<file path="src/rtl/reg_dump_pkg.sv">
// Shared constants for the register-file dump reader: FSM encoding and default geometry.
package reg_dump_pkg;

  localparam int RD_NREGS = 32;
  localparam int RD_AW    = 5;
  localparam int RD_DW    = 32;

  localparam logic [1:0] S_IDLE = 2'd0;
  localparam logic [1:0] S_READ = 2'd1;
  localparam logic [1:0] S_SEND = 2'd2;
  localparam logic [1:0] S_DONE = 2'd3;

  typedef enum logic [1:0] {
    ST_IDLE = S_IDLE,
    ST_READ = S_READ,
    ST_SEND = S_SEND,
    ST_DONE = S_DONE
  } rd_state_e;

endpackage

</file>
<file path="src/rtl/reg_dump_reader.sv">
// Walks a register file read port from x0 to x(NREGS-1), streaming (index, value) beats.
// Define REG_DUMP_SKIP_ZERO_EN to drop zero-valued registers from the stream.
module reg_dump_reader
  import reg_dump_pkg::*;
#(
  parameter int NREGS = RD_NREGS,
  parameter int AW    = RD_AW,
  parameter int DW    = RD_DW
) (
  input  logic          clk,
  input  logic          reset,
  input  logic          start,
  output logic [AW-1:0] rf_addr,
  input  logic [DW-1:0] rf_data,
  output logic          out_valid,
  input  logic          out_ready,
  output logic [DW-1:0] out_data,
  output logic [AW-1:0] out_idx,
  output logic          busy,
  output logic          done,
  output logic [AW:0]   beats
);

  localparam logic [AW-1:0] LAST_IDX = AW'(NREGS - 1);
  localparam logic [AW:0]   BEAT_ONE = (AW+1)'(1);

  rd_state_e       state_q, state_d;
  logic [AW-1:0]   addr_q,  addr_d;
  logic            valid_q, valid_d;
  logic [DW-1:0]   data_q,  data_d;
  logic [AW-1:0]   idx_q,   idx_d;
  logic            busy_q,  busy_d;
  logic [AW:0]     beats_q, beats_d;

  always_ff @(posedge clk or posedge reset) begin
    if (reset) begin
      state_q <= ST_IDLE;
      addr_q  <= '0;
      valid_q <= 1'b0;
      data_q  <= '0;
      idx_q   <= '0;
      busy_q  <= 1'b0;
      beats_q <= '0;
    end else begin
      state_q <= state_d;
      addr_q  <= addr_d;
      valid_q <= valid_d;
      data_q  <= data_d;
      idx_q   <= idx_d;
      busy_q  <= busy_d;
      beats_q <= beats_d;
    end
  end

  always_comb begin
    state_d = state_q;
    addr_d  = addr_q;
    valid_d = valid_q;
    data_d  = data_q;
    idx_d   = idx_q;
    busy_d  = busy_q;
    beats_d = beats_q;
    case (state_q)
      ST_IDLE: begin
        if (start) begin
          state_d = ST_READ;
          addr_d  = '0;
          beats_d = '0;
          busy_d  = 1'b1;
        end
      end
      ST_READ: begin
`ifdef REG_DUMP_SKIP_ZERO_EN
        // Zero registers cost one READ cycle and produce no beat.
        if (rf_data == '0) begin
          if (addr_q == LAST_IDX) state_d = ST_DONE;
          else                    addr_d  = addr_q + AW'(1);
        end else begin
          data_d  = rf_data;
          idx_d   = addr_q;
          valid_d = 1'b1;
          state_d = ST_SEND;
        end
`else
        data_d  = rf_data;
        idx_d   = addr_q;
        valid_d = 1'b1;
        state_d = ST_SEND;
`endif
      end
      ST_SEND: begin
        // Address only advances after the handshake, so it never passes LAST_IDX.
        if (valid_q && out_ready) begin
          beats_d = beats_q + BEAT_ONE;
          valid_d = 1'b0;
          if (idx_q == LAST_IDX) begin
            state_d = ST_DONE;
          end else begin
            addr_d  = addr_q + AW'(1);
            state_d = ST_READ;
          end
        end
      end
      ST_DONE: begin
        busy_d  = 1'b0;
        state_d = ST_IDLE;
      end
      default: state_d = ST_IDLE;
    endcase
  end

  assign rf_addr   = addr_q;
  assign out_valid = valid_q;
  assign out_data  = data_q;
  assign out_idx   = idx_q;
  assign busy      = busy_q;
  assign done      = (state_q == ST_DONE);
  assign beats     = beats_q;

endmodule

</file>
<file path="config.mk">
export PLATFORM = sky130hd
export DESIGN_NAME = reg_dump_reader
export DESIGN_NICKNAME = d
export VERILOG_FILES = /design/src/rtl/reg_dump_pkg.sv /design/src/rtl/reg_dump_reader.sv
export SDC_FILE = /design/constraint.sdc
export NUM_CORES = 1
export LEC_CHECK = 0
export CORE_ASPECT_RATIO = 1.75
export CORE_MARGIN = 2
export CORE_UTILIZATION = 41
export DETAILED_ROUTE_END_ITERATION = 16
export GPL_TIMING_DRIVEN = 1
export PLACE_DENSITY_LB_ADDON = 0.1
export RECOVER_POWER = 25
export SETUP_SLACK_MARGIN = 0.2
export SLEW_MARGIN = 25
export SYNTH_ARGS = -nofsm -noshare
export SYNTH_HDL_FRONTEND = slang
export SYNTH_SLANG_ARGS = --single-unit
</file>
<file path="constraint.sdc">
create_clock -name clk -period 2.2 [get_ports clk]
set_clock_uncertainty 0.05 [all_clocks]
set_input_delay 0.44 -clock clk [delete_from_list [all_inputs] [get_ports clk]]
set_output_delay 0.44 -clock clk [all_outputs]
set_load 0.1 [all_outputs]
</file>
# Yosys cells after proc, flatten, opt, wreduce, memory -nomap -nowiden
# Cells that the tools add are included.
[word_totals]
inputBits = 36
ff_bits = 52
out_inout_bits = 51
elab_cells = 41
[classes]
muxes = 15
n_reduce_logical = 10
n_addsub = 2
n_eq_ne = 7
[op_table]
columns = ["cell", "n"]
rows = [
  ["2-to-1 mux 5 bit", 3],
  ["2-to-1 mux 6 bit", 2],
  ["case mux 6 bit (2 select lines)", 1],
  ["case mux 5 bit (2 select lines)", 1],
  ["case mux 2 bit (4 select lines)", 1],
  ["adder 6 x 1 -> 6 bit (second input constant)", 1],
  ["2-to-1 mux 2 bit", 3],
  ["inequality test 2 bit (second input constant)", 3],
  ["AND reduction 2 bit", 3],
  ["nonzero test 2 bit", 3],
  ["adder 5 x 1 -> 5 bit (second input constant)", 1],
  ["== test 5 bit (second input constant)", 1],
  ["== test 2 bit (second input constant)", 2],
  ["case mux 1 bit (2 select lines)", 2],
  ["AND reduction 4 bit", 1],
  ["AND reduction 3 bit", 1],
  ["== test 2 x 1 -> 1 bit (second input constant)", 1],
  ["logical NOT 2 bit", 1],
  ["2-to-1 mux 1 bit", 2],
  ["logical AND 1 bit", 1],
]

# Longest topological paths before layout
# Gate-level depths: netlist of the first run.
[logic_depth]
word_depth = 4
depth_mapped = 6
mapped_depth_nobuf = 4

# Worst setup path before layout of the first run
# No wires, ideal clock.
[synth_path]
kind = "register -> register"
startpoint = "register valid_q, in the netlist out_valid"
endpoint = "register addr_q[3], in the netlist rf_addr[3]"
t_arrival_ns = 2.171
path_slack_ns = -0.099
stages_incl_launch_ff = 7
synth_period_minus_slack_ns = 2.299
required_ns = 2.072
cell_sequence = "dfrtp_1 > and4b_1 > buf_2 > nor2_2 > buf_6 > or4_1 > a21oi_1"
[synth_via]
elab_chain_cells = 3
[synth_lines]
columns = ["item", "line", "text"]
rows = [
  ["from (decl)", "reg_dump_reader.sv:29", "logic valid_q, valid_d;"],
  ["from (signal assigned)", "reg_dump_reader.sv:47", "valid_q <= valid_d;"],
  ["logical AND 1 bit", "reg_dump_reader.sv:93", "if (valid_q && out_ready) begin"],
  ["inequality test 2 bit (no source line)", "n/a", ""],
  ["AND reduction 4 bit (no source line)", "n/a", ""],
  ["to (signal assigned)", "reg_dump_reader.sv:46", "addr_q <= addr_d;"],
  ["to (decl)", "reg_dump_reader.sv:28", "logic [AW-1:0] addr_q, addr_d;"],
]
# No other way between the ends.
# A chain may end at the register's enable or synchronous reset.

# Worst setup path in the final report of the first run
[layout_path]
startpoint = "input out_ready"
endpoint = "register addr_q[4], in the netlist rf_addr[4]"
[layout_via]
elab_chain_cells = 3
[layout_lines]
columns = ["item", "line", "text"]
rows = [
  ["from (decl)", "reg_dump_reader.sv:16", "input logic out_ready,"],
  ["logical AND 1 bit", "reg_dump_reader.sv:93", ""],
  ["inequality test 2 bit (no source line)", "n/a", ""],
  ["AND reduction 4 bit (no source line)", "n/a", ""],
]
# No other way between the ends.

==> impl_metrics.env, run 1 <==
export IMPL_crit_path_end_kind="flop"
export IMPL_worst_pin_slew_ns=0.9659
export IMPL_synth_edf_count=0
export IMPL_drc=0
export IMPL_cap_violations=0
export IMPL_cts_buffer_depth=2
export IMPL_synth_distinct_cells=30
export IMPL_htree_num_levels=2
export IMPL_cts_setup_buffers=0
export IMPL_grt_pass1_wl_mm=7.507
export IMPL_ys_top_cells_by_area="dfrtp_1 (62%), mux2_2 (21%), xor2_1 (1.7%)"
export IMPL_die_area_mm2=0.005754
export IMPL_start_util_pct=42.36
export IMPL_fin_crit_sh_pct=82.73
export IMPL_dr_pass1_iters=4
export IMPL_ios=87
export IMPL_tritoncts="built"
export IMPL_max_stage_delay_ns=0.57
export IMPL_coreArea_mm2=0.004977
export IMPL_final_common_cell="buf_4"
export IMPL_final_layout_size_suffix_gt1_share_pct=46.75
export IMPL_crit_type="in2reg"
export IMPL_hold_class="reg2reg"
export IMPL_fin_setup_tns_ns=0
export IMPL_synth_top_area_share_pct=61.72
export IMPL_crit_chain="dlygate4sd3_1 -> and4b_1 -> nor2_2 -> or4_1 -> a21oi_1"
export IMPL_path_clk_slew_ns=0.08
export IMPL_synth_seq_area_share_pct=61.72
export IMPL_r2r_start="state_q[1]"
export IMPL_vias=1513
export IMPL_crit_arrival_ns=1.99
export IMPL_worstSkewPairLatency_ns=0.30
export IMPL_synth_ff_type="dfrtp_1"
export IMPL_syn_area_per_cell_um2=13.96
export IMPL_syn_nets=189
export IMPL_slew_headroom_pct=35.54
export IMPL_status="finished, final reports clean"
export IMPL_fmax_ghz=0.5494
export IMPL_areaGrowthSynthToFinish_pct=44.93
export IMPL_final_nets=283
export IMPL_reg2reg_slack_ns=0.50
export IMPL_ctsHoldBuffers=0
export IMPL_hp_start="busy"
export IMPL_antenna_found_initial=0
export IMPL_timing_rr_end="rf_addr[4]"
export IMPL_grt_start_max_net_pins=39
export IMPL_avgViaCountPerCell=5.043
export IMPL_place_detailed_hpwl_mm=3.433
export IMPL_die_x_um=58.21
export IMPL_die_h_um=98.86
export IMPL_hold_end="busy"
export IMPL_synth_warnings=0
export IMPL_cp_top_family="simple AND/OR/NAND/NOR gates"
export IMPL_first_global_vias=1619
export IMPL_track_usage_pct=16.82
export IMPL_netlist_instances=151
export IMPL_cts_root_buf="clkbuf_8"
export IMPL_whs_path_depth=2
export IMPL_io_buffers=86
export IMPL_cp_max_fo=7
export IMPL_yosysTopAreaCell="dfrtp_1"
export IMPL_cts_buffers=5
export IMPL_required_ns=2.37
export IMPL_diodes=0
export IMPL_drv_slew=0
export IMPL_final_antenna_net_count=0
export IMPL_rows=34
export IMPL_nFillCells=425
export IMPL_synth_seq_cells=52
export IMPL_overflow=0
export IMPL_clkSinkCount=52
export IMPL_cts_repair_resized=0
export IMPL_ff2ff_path_depth=4
export IMPL_cp_start_kind="input pin"
export IMPL_first_iter_violations=15
export IMPL_wl_per_cell_um=14.62
export IMPL_path_buf_inv=1
export IMPL_min_period_ns=1.820
export IMPL_synthArstFlopShare_pct=100.0
export IMPL_slowest_stage="dlygate4sd3_1"
export IMPL_final_cell_mix="buf_4 (57), dfrtp_1 (44), mux2_2 (39)"
export IMPL_wl_mm=4.387
export IMPL_finalSetupViolCount=0
export IMPL_routabilityCongestion=0.8238
export IMPL_rsz0062_at_grt="false"
export IMPL_hold_violations=0
export IMPL_synthesis_area_mm2=0.002108
routing by layer:
| metal | up-vias | global-route usage [%] | part of all wire [%] |
|---|---|---|---|
| li1 | 721 | - | - |
| met1 | 730 | 18.58 | 37 |
| met2 | 56 | 29.90 | 55 |
| met3 | 6 | 4.987 | 6.7 |
| met4 | 0 | 5.725 | 1.7 |
| met5 | - | 0 | 0 |
state kept, by name (all words and copies together), names as in the netlist:
| register | flops |
|---|---|
| out_data | 32 |
| out_idx | 5 |
| rf_addr | 5 |
| busy | 1 |
| out_valid | 1 |
| beats | 6 |
| state_q | 2 |
stage by stage:
step | instances | area, µm² | utilization, % | worst slack [ns] | hold slack, ns
2_1_floorplan | 151 | 2118 | - | 0.1955 | 0.4551
3_3_place_gp | 292 | 2974 | 59.75 | 0.1096 | 0.4353
3_5_place_dp | 292 | 2974 | 59.75 | 0.08538 | 0.4368
4_1_cts | 300 | 3055 | 61.39 | 0.3871 | 0.4564
5_1_grt | 300 | 3055 | 61.39 | 0.2800 | 0.4765
6_report | 300 | 3055 | 61.39 | 0.3799 | 0.4538
cell usage after synthesis (all sizes together), types with 2 or more instances:
master    n
nor3b     3
clkbuf    2
o31ai     2
xor2      4
nor2     10
a21oi     4
and3      2
ha        2
o2111ai   2
buf       5
nand2     2
inv       4
nand3     3
o21ai     3
or4       2
mux2     39
dfrtp    52
logic make-up after synthesis:
logic type | after synthesis | synth area share [%]
simple gates | 27 | 7.003
fa+ha+maj | 2 | 1.187
buf+inv | 11 | 2.492
flops | 52 | 61.72
mux | 39 | 20.83
xor+xnor | 4 | 1.662
compound gates | 16 | 5.104
worst register-to-register path, cell delays in order, from the launching register on:
cell     delay [ns]
dfrtp_1        0.47
nor3b_1        0.31
nor2_2         0.13
or4_1          0.52
a21oi_1        0.15
final cells by class:
type / count / area (µm²) / area share (%)
clock buffer: 7 / 76.32 / 2.498
timing repair buffer: 94 / 818.3 / 26.78
clock inverter: 1 / 5.005 / 0.1638
sequential: 52 / 1311 / 42.92
tap: 54 / 67.56 / 2.211
inverter: 4 / 15.01 / 0.4914
multi-input combinational: 88 / 762.0 / 24.94
worst max-delay path by stage:
stage	from	to	slack [ns]	depth (start not counted)
floorplan	out_valid	rf_addr[3]	0.20	6
global placement	start	rf_addr[3]	0.11	5
detailed placement	start	rf_addr[4]	0.09	5
CTS	start	rf_addr[4]	0.39	5
global route	out_ready	rf_addr[3]	0.28	5
finish	out_ready	rf_addr[4]	0.38	5
Power of run 1 is left out: the tool's default activity adds up to more than one toggle a clock period on the data nets, which glitch-free logic cannot reach.
==> inputs of run 2 (changes only) <==
--- a/config.mk
+++ b/config.mk
@@ -7,7 +7,7 @@
 export LEC_CHECK = 0
 export CORE_ASPECT_RATIO = 1.75
 export CORE_MARGIN = 2
-export CORE_UTILIZATION = 41
+export CORE_UTILIZATION = 38
 export DETAILED_ROUTE_END_ITERATION = 16
 export GPL_TIMING_DRIVEN = 1
 export PLACE_DENSITY_LB_ADDON = 0.1
==> constraint.sdc (replaced) <==
create_clock -name clk -period 1.6 [get_ports clk]
set_clock_uncertainty 0.05 [all_clocks]
set_input_delay 0.32 -clock clk [delete_from_list [all_inputs] [get_ports clk]]
set_output_delay 0.32 -clock clk [all_outputs]
set_load 0.1 [all_outputs]
==> impl_metrics.env, run 2 (same netlist as run 1, synthesis figures left out) <==
export IMPL_rsz0062_at_grt="true"
export IMPL_final_cell_mix="buf_12 (52), mux2_4 (39), dfrtp_1 (36)"
export IMPL_final_common_cell="buf_12"
export IMPL_fin_crit_sh_pct=102.9
export IMPL_reg2reg_slack_ns=-0.05
export IMPL_cts_root_buf="clkbuf_8"
export IMPL_r2r_start="out_idx[1]"
export IMPL_nFillCells=272
export IMPL_first_global_vias=2013
export IMPL_status="finished, violations left"
export IMPL_hold_end="out_valid"
export IMPL_track_usage_pct=23.68
export IMPL_areaGrowthSynthToFinish_pct=108.2
export IMPL_slew_headroom_pct=39.65
export IMPL_grt_start_max_net_pins=36
export IMPL_hold_class="reg2reg"
export IMPL_antenna_found_initial=0
export IMPL_vias=1751
export IMPL_diodes=0
export IMPL_tritoncts="built"
export IMPL_die_h_um=102.5
export IMPL_cp_max_fo=6
export IMPL_largest_reg_flops=32
export IMPL_whs_path_depth=1
export IMPL_timing_rr_end="rf_addr[4]"
export IMPL_drv_slew=0
export IMPL_ios=87
export IMPL_setup_slack_ns=-0.04638
export IMPL_hold_violations=0
export IMPL_min_period_ns=1.646
export IMPL_required_ns=1.80
export IMPL_final_antenna_net_count=0
export IMPL_wl_per_cell_um=19.45
export IMPL_place_detailed_hpwl_mm=4.235
export IMPL_worst_pin_slew_ns=0.9053
export IMPL_grt_pass1_wl_mm=10.70
export IMPL_drc=0
export IMPL_routabilityCongestion=0.8196
export IMPL_ctsHoldBuffers=0
export IMPL_final_layout_size_suffix_gt1_share_pct=61.92
export IMPL_fin_area_mm2=0.004390
export IMPL_die_area_mm2=0.006183
export IMPL_worstSkewPairLatency_ns=0.31
export IMPL_io_buffers=86
export IMPL_wl_mm=6.904
export IMPL_clkSinkCount=52
export IMPL_cts_buffers=5
export IMPL_avgViaCountPerCell=4.932
export IMPL_path_clk_slew_ns=0.09
export IMPL_hp_start="state_q[1]"
export IMPL_rows=35
export IMPL_die_x_um=60.31
export IMPL_coreArea_mm2=0.005299
export IMPL_first_iter_violations=70
export IMPL_violations="setup timing"
export IMPL_cap_violations=0
export IMPL_overflow=0
export IMPL_ff2ff_path_depth=5
export IMPL_fmax_ghz=0.6074
export IMPL_crit_arrival_ns=1.84
export IMPL_cts_buffer_depth=2
export IMPL_htree_num_levels=2
export IMPL_crit_path_end_kind="flop"
export IMPL_placed_area_mm2=0.003731
export IMPL_cp_start_kind="flop"
export IMPL_crit_type="reg2reg"
export IMPL_final_nets=318
export IMPL_finalSetupViolCount=6
export IMPL_start_util_pct=39.79
export IMPL_dr_pass1_iters=4
## run 2: changes by cell type in the layout (fill, tap and decap cells not counted), moves of 3 or more
cell,previous run,this run
buf_12,2,52
buf_16,0,3
buf_4,57,16
buf_6,0,19
dfrtp_1,44,36
dfrtp_2,8,16
mux2_2,39,0
mux2_4,0,39
## run 2: critical path: stages (launching register included)
cell and delay (ns):
dfrtp_2 0.42, and3_4 0.18, nor3b_2 0.14, buf_4 0.15, or4_4 0.50, a21oi_2 0.14
## run 2: timing repair
item | in CTS | in global routing
gates resized for setup | 70 | 20
pin swaps | 4 | 11
endpoints found under the hold margin | 0 | 0
buffers inserted | 15 | 7
setup endpoints to repair | 51 | 58
cloned | 4 | 0
## run 2: layer usage
| metal | routed length [µm] | vias up | GRT usage, % | share of wire, % |
|---|---|---|---|---|
| li1 | - | 781 | - | - |
| met3 | 344 | 14 | 5.395 | 5.0 |
| met2 | 3977 | 69 | 42.14 | 58 |
| met1 | 2412 | 887 | 26.48 | 35 |
| met5 | 0 | - | 0 | 0 |
| met4 | 170 | 0 | 9.573 | 2.5 |
## run 2: area by class of cell
class	count	area (µm²)	area share, %
multi-input cells	88	1021	23.25
well taps	74	92.59	2.109
repair buffers	129	1847	42.06
flip-flops and latches	52	1321	30.09
inverters	4	18.77	0.4275
clock buffers	8	90.09	2.052
## run 2: how the worst max path moves through the flow
stage | to | slack, ns | cells after the start | startpoint
finish | rf_addr[4] | -0.05 | 5 | out_idx[1]
global route | rf_addr[4] | -0.07 | 5 | out_idx[2]
CTS | rf_addr[3] | -0.02 | 5 | out_idx[1]
detailed placement | rf_addr[3] | -0.28 | 5 | start
global placement | rf_addr[3] | -0.26 | 5 | start
floorplan | rf_addr[3] | -0.28 | 6 | out_valid
## run 2: stage by stage
| step | instances | utilization [%] | setup WS (ns) | hold WS (ns) | setup TNS [ns] |
|---|---|---|---|---|---|
| floorplan | 151 | - | -0.2793 | 0.3246 | -1.158 |
| CTS | 348 | 80.59 | -0.02115 | 0.3601 | -0.02875 |
| global route | 355 | 82.86 | -0.07491 | 0.5488 | -0.3271 |
| detailed placement | 321 | 70.41 | -0.2755 | 0.4963 | -2.332 |
| finish | 355 | 82.86 | -0.04638 | 0.5263 | -0.1726 |
| global placement | 321 | 70.41 | -0.2585 | 0.4939 | -2.151 |
Power of run 2 is left out for the same reason.
